**src/rtl/vdiv16_seq_if.sv**
```systemverilog
// Operand/result bundle for the sequential binary16 vector-by-scalar divider.
interface vdiv16_seq_if #(
  parameter int NLANES = 16
);
  logic                 start;
  logic [15:0]          scalar;
  logic [16*NLANES-1:0] vecin;
  logic [16*NLANES-1:0] quotient;
  logic                 busy;
  logic                 done;
  logic                 Ovrflw;
  logic                 Undrflw;
  logic                 DivZero;
  logic                 Invalid;

  modport master (
    output start, scalar, vecin,
    input  quotient, busy, done, Ovrflw, Undrflw, DivZero, Invalid
  );

  modport slave (
    input  start, scalar, vecin,
    output quotient, busy, done, Ovrflw, Undrflw, DivZero, Invalid
  );
endinterface

```
**src/rtl/vdiv16_seq.sv**
```systemverilog
// Sequential vector-by-scalar binary16 divider: one restoring mantissa
// divider is shared across all lanes, 14 cycles per lane.
module vdiv16_seq #(
  parameter int NLANES = 16,
  parameter int QBITS  = 12
) (
  input logic         clk,
  input logic         rst_n,
  vdiv16_seq_if.slave bus
);

  typedef enum logic [2:0] {IDLE, LANE_PREP, DIV, PACK, DONE} state_t;
  typedef enum logic [1:0] {CLS_NORM, CLS_NAN, CLS_DIV0, CLS_ZERO} cls_t;

  state_t               state, next_state;
  logic [15:0]          scl_q;
  logic [16*NLANES-1:0] vec_q;
  logic [16*NLANES-1:0] quot_q;
  logic [3:0]           lane;
  logic [3:0]           bit_cnt;
  logic [11:0]          rem;
  logic [QBITS-1:0]     qbits;
  logic                 sign;
  logic signed [7:0]    exp_diff;
  cls_t                 cls;
  logic                 busy_q, done_q;
  logic                 ovf_q, unf_q, dz_q, inv_q;

  logic [15:0]          lane_val;
  logic [4:0]           ea, eb;
  logic [10:0]          mb;
  logic [11:0]          diff;
  logic                 last_lane;
  logic                 accept;
  cls_t                 cls_next;
  logic signed [7:0]    e_res;
  logic [9:0]           frac;
  logic [15:0]          res;
  logic                 res_ovf, res_unf, res_dz, res_inv;

  assign lane_val  = vec_q[{lane, 4'b0000} +: 16];
  assign ea        = lane_val[14:10];
  assign eb        = scl_q[14:10];
  assign mb        = {1'b1, scl_q[9:0]};
  assign last_lane = (lane == 4'(NLANES - 1));
  assign accept    = (state == IDLE) && bus.start;

  // rem stays below 2*mb, so diff fits 12-bit two's complement and its
  // sign bit is the restoring compare result.
  assign diff = rem - {1'b0, mb};

  always_comb begin
    cls_next = CLS_NORM;
    if (ea == 5'h1f || eb == 5'h1f || (ea == 5'h00 && eb == 5'h00))
      cls_next = CLS_NAN;
    else if (eb == 5'h00)
      cls_next = CLS_DIV0;
    else if (ea == 5'h00)
      cls_next = CLS_ZERO;
  end

  always_comb begin
    e_res   = qbits[QBITS-1] ? exp_diff + 8'sd15 : exp_diff + 8'sd14;
    frac    = qbits[QBITS-1] ? qbits[10:1] : qbits[9:0];
    res     = {sign, e_res[4:0], frac};
    res_ovf = 1'b0;
    res_unf = 1'b0;
    res_dz  = 1'b0;
    res_inv = 1'b0;
    unique case (cls)
      CLS_NAN: begin
        res     = 16'h7E00;
        res_inv = 1'b1;
      end
      CLS_DIV0: begin
        res    = {sign, 15'h7C00};
        res_dz = 1'b1;
      end
      CLS_ZERO: res = {sign, 15'h0000};
      default: begin
        if (e_res >= 8'sd31) begin
          res     = {sign, 15'h7C00};
          res_ovf = 1'b1;
        end else if (e_res <= 8'sd0) begin
          res     = {sign, 15'h0000};
          res_unf = 1'b1;
        end
      end
    endcase
  end

  always_comb begin
    next_state = state;
    unique case (state)
      IDLE:      if (bus.start) next_state = LANE_PREP;
      LANE_PREP: next_state = DIV;
      DIV:       if (bit_cnt == 4'(QBITS - 1)) next_state = PACK;
      PACK:      next_state = last_lane ? DONE : LANE_PREP;
      DONE:      next_state = IDLE;
      default:   next_state = IDLE;
    endcase
  end

  always_ff @(posedge clk or negedge rst_n) begin
    if (!rst_n) state <= IDLE;
    else        state <= next_state;
  end

  always_ff @(posedge clk or negedge rst_n) begin
    if (!rst_n) begin
      scl_q    <= '0;
      vec_q    <= '0;
      quot_q   <= '0;
      lane     <= '0;
      bit_cnt  <= '0;
      rem      <= '0;
      qbits    <= '0;
      sign     <= 1'b0;
      exp_diff <= '0;
      cls      <= CLS_NORM;
      busy_q   <= 1'b0;
      done_q   <= 1'b0;
      ovf_q    <= 1'b0;
      unf_q    <= 1'b0;
      dz_q     <= 1'b0;
      inv_q    <= 1'b0;
    end else begin
      done_q <= (state == DONE);
      unique case (state)
        IDLE: begin
          if (accept) begin
            scl_q  <= bus.scalar;
            vec_q  <= bus.vecin;
            quot_q <= '0;
            lane   <= '0;
            busy_q <= 1'b1;
            ovf_q  <= 1'b0;
            unf_q  <= 1'b0;
            dz_q   <= 1'b0;
            inv_q  <= 1'b0;
          end
        end
        LANE_PREP: begin
          sign     <= lane_val[15] ^ scl_q[15];
          exp_diff <= $signed({3'b000, ea}) - $signed({3'b000, eb});
          rem      <= {2'b01, lane_val[9:0]};
          qbits    <= '0;
          bit_cnt  <= '0;
          cls      <= cls_next;
        end
        DIV: begin
          qbits   <= {qbits[QBITS-2:0], ~diff[11]};
          rem     <= diff[11] ? {rem[10:0], 1'b0} : {diff[10:0], 1'b0};
          bit_cnt <= bit_cnt + 4'd1;
        end
        PACK: begin
          quot_q[{lane, 4'b0000} +: 16] <= res;
          ovf_q <= ovf_q | res_ovf;
          unf_q <= unf_q | res_unf;
          dz_q  <= dz_q  | res_dz;
          inv_q <= inv_q | res_inv;
          if (!last_lane) lane <= lane + 4'd1;
        end
        DONE: busy_q <= 1'b0;
        default: ;
      endcase
    end
  end

  assign bus.quotient = quot_q;
  assign bus.busy     = busy_q;
  assign bus.done     = done_q;
  assign bus.Ovrflw   = ovf_q;
  assign bus.Undrflw  = unf_q;
  assign bus.DivZero  = dz_q;
  assign bus.Invalid  = inv_q;

endmodule
```
**src/flat_wrapper.sv**
```systemverilog
// flat-port wrapper written by rule: the top's interface ports become plain ports
module vdiv16_seq_flat 
#(
  parameter int NLANES = 16,
  parameter int QBITS  = 12
)
  (clk, rst_n, bus_start, bus_scalar, bus_vecin, bus_quotient, bus_busy, bus_done, bus_Ovrflw, bus_Undrflw, bus_DivZero, bus_Invalid);
  vdiv16_seq_if #(.NLANES(NLANES)) bus_i ();
  input logic clk;
  input logic rst_n;
  input wire logic [$bits(bus_i.start)-1:0] bus_start;
  input wire logic [$bits(bus_i.scalar)-1:0] bus_scalar;
  input wire logic [$bits(bus_i.vecin)-1:0] bus_vecin;
  output wire logic [$bits(bus_i.quotient)-1:0] bus_quotient;
  output wire logic [$bits(bus_i.busy)-1:0] bus_busy;
  output wire logic [$bits(bus_i.done)-1:0] bus_done;
  output wire logic [$bits(bus_i.Ovrflw)-1:0] bus_Ovrflw;
  output wire logic [$bits(bus_i.Undrflw)-1:0] bus_Undrflw;
  output wire logic [$bits(bus_i.DivZero)-1:0] bus_DivZero;
  output wire logic [$bits(bus_i.Invalid)-1:0] bus_Invalid;
  assign bus_i.start = bus_start;
  assign bus_i.scalar = bus_scalar;
  assign bus_i.vecin = bus_vecin;
  assign bus_quotient = bus_i.quotient;
  assign bus_busy = bus_i.busy;
  assign bus_done = bus_i.done;
  assign bus_Ovrflw = bus_i.Ovrflw;
  assign bus_Undrflw = bus_i.Undrflw;
  assign bus_DivZero = bus_i.DivZero;
  assign bus_Invalid = bus_i.Invalid;
  vdiv16_seq #(.NLANES(NLANES), .QBITS(QBITS)) u_core (.clk(clk), .rst_n(rst_n), .bus(bus_i));
endmodule
```
**config.mk**
```make
export PLATFORM = sky130hd
export DESIGN_NAME = vdiv16_seq_flat
export DESIGN_NICKNAME = d
export VERILOG_FILES = /design/src/rtl/vdiv16_seq_if.sv /design/src/rtl/vdiv16_seq.sv /design/src/flat_wrapper.sv
export SDC_FILE = /design/constraint.sdc
export NUM_CORES = 1
export LEC_CHECK = 0
export ABC_AREA = 1
export BUFFER_PORTS_ARGS = -buffer_cell sky130_fd_sc_hd__buf_2
export CORE_MARGIN = 4
export CORE_UTILIZATION = 50
export CTS_CLUSTER_SIZE = 25
export DETAILED_ROUTE_END_ITERATION = 12
export GPL_TIMING_DRIVEN = 0
export PLACE_DENSITY = 0.76
export SYNTH_ARGS = -nofsm -noshare
export SYNTH_HDL_FRONTEND = slang
export SYNTH_SLANG_ARGS = --single-unit
```
**constraint.sdc**
```tcl
create_clock -name clk -period 3.12 [get_ports clk]
set_input_delay 0.312 -clock clk [delete_from_list [all_inputs] [get_ports clk]]
set_output_delay 0.312 -clock clk [all_outputs]
set_load 0.005 [all_outputs]
```
==> summary.md <==
| Metric | Value |
|---|---|
| Outcome | finished, violations left |
| H-tree Lvls | 2 |
| CTS max path bufs | 3 |
| Die width | about 240 µm |
| Hold/Removal Path Class | in -> reg |
| Drt first pass iters | 6 |
| CP Max Fanout | 10 |
| Hpwl dp | about 74000 µm |
| Slew Limit Headroom | between 30% and 40% |
| Max Clock Freq | 0.314 GHz |
| Yosys cell types | 44 |
| Antenna viol nets, final | 0 |
| Pre-CTS WS | -1.22 ns |
| Die area | 0.0560 mm² |
| Synth warnings | 0 |
| Share of synthesized flip-flops with an asynchronous set or reset | 100% |
| Largest net degree at the start of global routing | 126 |
| Final min period | roughly 3.2 ns |
| Overall Power | between 0.03 and 0.04 W |
| IO buf count | between 500 and 600 |
| WL/cell | approximately 23 µm |
| Number of max-cap violations | 0 |
| Syn avg cell area | 8.42 µm² |
| GR Layer Usage met3 | a little over 8% |
| Fin. Hold Viols | 0 |
| Vias in the first global route | between 20000 and 30000 |
| GR Util All Layers | around 37% |
| Failing checks | setup timing |
| Final period util | 102% |
| Post-synth EDFFs | 0 |
| Inst Count DP | around 4300 |
| CP Launch Type | register |
| GP Congestion | between 0.9 and 1 |
| Critical path origin | u_core.lane[0]$_DFFE_PN0P_ |
| Crit. End Element | register |
| Residual DRC count | 0 |
| Layout cells sized above 1 | between 10% and 20% |
| RSZ-0062 raised after global routing | yes |
| Fillers | 4056 |
| Synthesized area | around 0.026 mm² |
| Initial Util | 50.8% |
| GR Layer Usage met1 | roughly 46% |
| Register bit total from synthesis | approximately 580 |
| Clock tree sinks | 578 |
| Final setup margin | -0.0662 ns |
| FP Rows | 83 |
| Mean number of vias per cell | 5.83 |
| Predominant post-synthesis flop cell | dfrtp_1 |
| Power Density | 910 mW/mm² |
| GR peak layer | met2 |
| Crit path required time | between 3 and 4 ns |
| CTS tree | built |
| Slew @ Worst Pin | 0.895 ns |
| Num CTS Buffers | 58 |
| DIE HEIGHT | 237 µm |
| Non-filler instance count after layout | approximately 4700 |
| Initial drt markers | about 3200 |
| Worst r2r src | u_core.lane[0]$_DFFE_PN0P_ |
| Met2 Resource Use GR | about three fifths |
| Initial antenna violation count | 3 |
| Grt ovf | 0 |
| Setup violations, final | 1 |
| Seq/Total Area, Yosys | between 50 and 60% |
| CTS clock-pin slew for the worst setup and hold paths | 0.06 ns |
| Fin Clk Skew | ~0.036 ns |
| Clock Tree Root | clkbuf_16 |
| First-pass GRT wire length | approximately 160000 µm |
| Num ports | ~540 |
| Hold path start | bus_vecin[240] |
| Peak supply drop | between 500 and 600 µV |
| Setup Crit Path Kind | reg -> reg |
| Layout Nets | 4296 |
| Core area | 0.0515 mm² |
| Vias | about 28000 |
| Slew Viols, Final | 0 |
| Post-Synthesis Cells | just over 3000 |
| Final WL | between 100000 and 150000 µm |
| CP Data Arrival Time | around 3.7 ns |
| Syn_nets | roughly 3400 |
| Area growth, synth to finish | 32.9% |
| Worst-skew pair later-pin latency | 0.65 ns |
| Static Leak | ~18 nW |
[what timing repair did]
item	in CTS	in global routing
setup endpoints to repair	374	292
resized for setup	45	22
hold buffers	273	0
pin swaps	6	5
hold endpoints to repair	368	0
setup buffers	10	4
[Yosys cell counts, types with 3 or more instances]
cell / n / share of area, %
inv_2: 8 / 0.11
a31oi_1: 6 / 0.14
o211ai_1: 32 / 0.92
dfrtp_1: 578 / 55
inv_1: 193 / 2.8
nand4_1: 95 / 2.3
nand2_1: 1053 / 15
a21oi_1: 92 / 1.8
o221ai_1: 7 / 0.23
xor2_1: 4 / 0.13
ha_1: 28 / 1.3
o31ai_1: 6 / 0.17
xnor2_1: 8 / 0.27
nand3_1: 260 / 5.0
nor3_4: 10 / 0.62
nor2_4: 11 / 0.47
buf_2: 51 / 0.98
nor2_2: 7 / 0.17
o2111ai_1: 3 / 0.10
nor3_1: 4 / 0.077
buf_1: 13 / 0.19
clkbuf_1: 137 / 2.0
a22oi_1: 10 / 0.29
o22ai_1: 16 / 0.38
nand4_4: 3 / 0.24
o21ai_0: 373 / 7.1
nor2_1: 73 / 1.0
[critical path, stage by stage (launching register included)]
cell	delay, ns
dfrtp_2	0.46
buf_4	0.22
clkbuf_2	0.22
o21ai_0	0.46
o211ai_1	0.19
nand4_1	0.16
nand2_1	0.23
ha_1	0.35
nand2_1	0.06
nor2_1	0.04
a211oi_1	0.27
nor2_1	0.11
o21ai_0	0.20
o2bb2ai_1	0.13
[final timing paths]
kind | slack, ns | cells past startpoint | to
max | -0.07 | 13 | u_core.exp_diff[6]$_DFFE_PN0P_
min | 0.03 | 3 | u_core.vec_q[240]$_DFFE_PN0P_
max reg2reg | -0.07 | 13 | u_core.exp_diff[6]$_DFFE_PN0P_
min reg2reg | 0.47 | 1 | u_core.bit_cnt[3]$_DFFE_PN0P_
max in group asynchronous | 1.12 | 4 | u_core.bus.quotient[188]$_DFFE_PN0P_
min in group asynchronous | 0.33 | 2 | u_core.bus.quotient[12]$_DFFE_PN0P_
[through the flow]
stage	setup TNS (ns)	hold WS, ns	util (%)	area, µm²
floorplan	0	0.0164	-	26100
global placement	-6086.41	0.458	57.6	29700
detailed placement	-278.24	0.407	57.9	29800
CTS	-0.0446	0.0208	67.3	34700
global route	-0.156	0.0313	67.5	34700
finish	-0.0662	0.0297	67.5	34800
[cells in the final DEF (no fill, tap or decap), types with 7 or more instances in the layout]
| master | synthesis | layout |
|---|---|---|
| clkbuf_1 | 137 | 120 |
| dlygate4sd3_1 | 0 | 273 |
| nor2_1 | 73 | 68 |
| o21ai_0 | 373 | 371 |
| o211ai_1 | 32 | 32 |
| ha_1 | 28 | 27 |
| nor3_4 | 10 | 10 |
| clkbuf_2 | 0 | 18 |
| a22oi_1 | 10 | 10 |
| buf_1 | 13 | 13 |
| xnor2_1 | 8 | 7 |
| clkinv_2 | 0 | 15 |
| nand2_1 | 1053 | 1051 |
| o221ai_1 | 7 | 7 |
| clkbuf_16 | 0 | 59 |
| buf_4 | 0 | 18 |
| o22ai_1 | 16 | 16 |
| nor2_2 | 7 | 10 |
| clkbuf_8 | 0 | 11 |
| a21oi_1 | 92 | 92 |
| inv_2 | 8 | 10 |
| buf_2 | 51 | 583 |
| inv_1 | 193 | 190 |
| nand3_1 | 260 | 259 |
| nor2_4 | 11 | 13 |
| dfrtp_1 | 578 | 576 |
| nand4_1 | 95 | 95 |
[area by class of cell]
cell class	instances	area, µm²	area share (%)
Tap cell	680	851	2.45
Multi-Input combinational cell	2121	10100	29.2
Timing Repair Buffer	828	5650	16.3
Buffer	201	911	2.62
Antenna cell	6	15.0	0.0432
Clock buffer	78	1640	4.71
Clock inverter	28	324	0.932
Sequential cell	578	14500	41.6
Inverter	203	766	2.20
[power by group]
part | switching, W | internal [W]
clock network | 0.00313 | 0.00418
logic | 0.00960 | 0.00391
registers | 0.00123 | 0.00956
[flip-flops by register name (all words and copies together) (netlist names), 2 cells and up]
name	cells
u_core.state	3
u_core.exp_diff	6
u_core.vec_q	256
u_core.qbits	12
u_core.rem	12
u_core.bit_cnt	4
u_core.cls	2
u_core.bus.quotient	256
u_core.scl_q	16
u_core.lane	4
[logic make-up after synthesis]
family | after synthesis | synth area share, %
xor+xnor | 12 | 0.402
buf+inv | 405 | 6.09
simple gates | 1523 | 25.2
compound gates | 556 | 11.5
flops | 578 | 55.3
fa+ha+maj | 30 | 1.49
[routing by layer]
metal	vias to the layer above	wire length (µm)
met3	467	11400
met1	13100	38500
met4	0	7790
li1	12000	-
met2	1996	50300
met5	-	0
No activity file was read; power rests on OpenSTA's default activity.
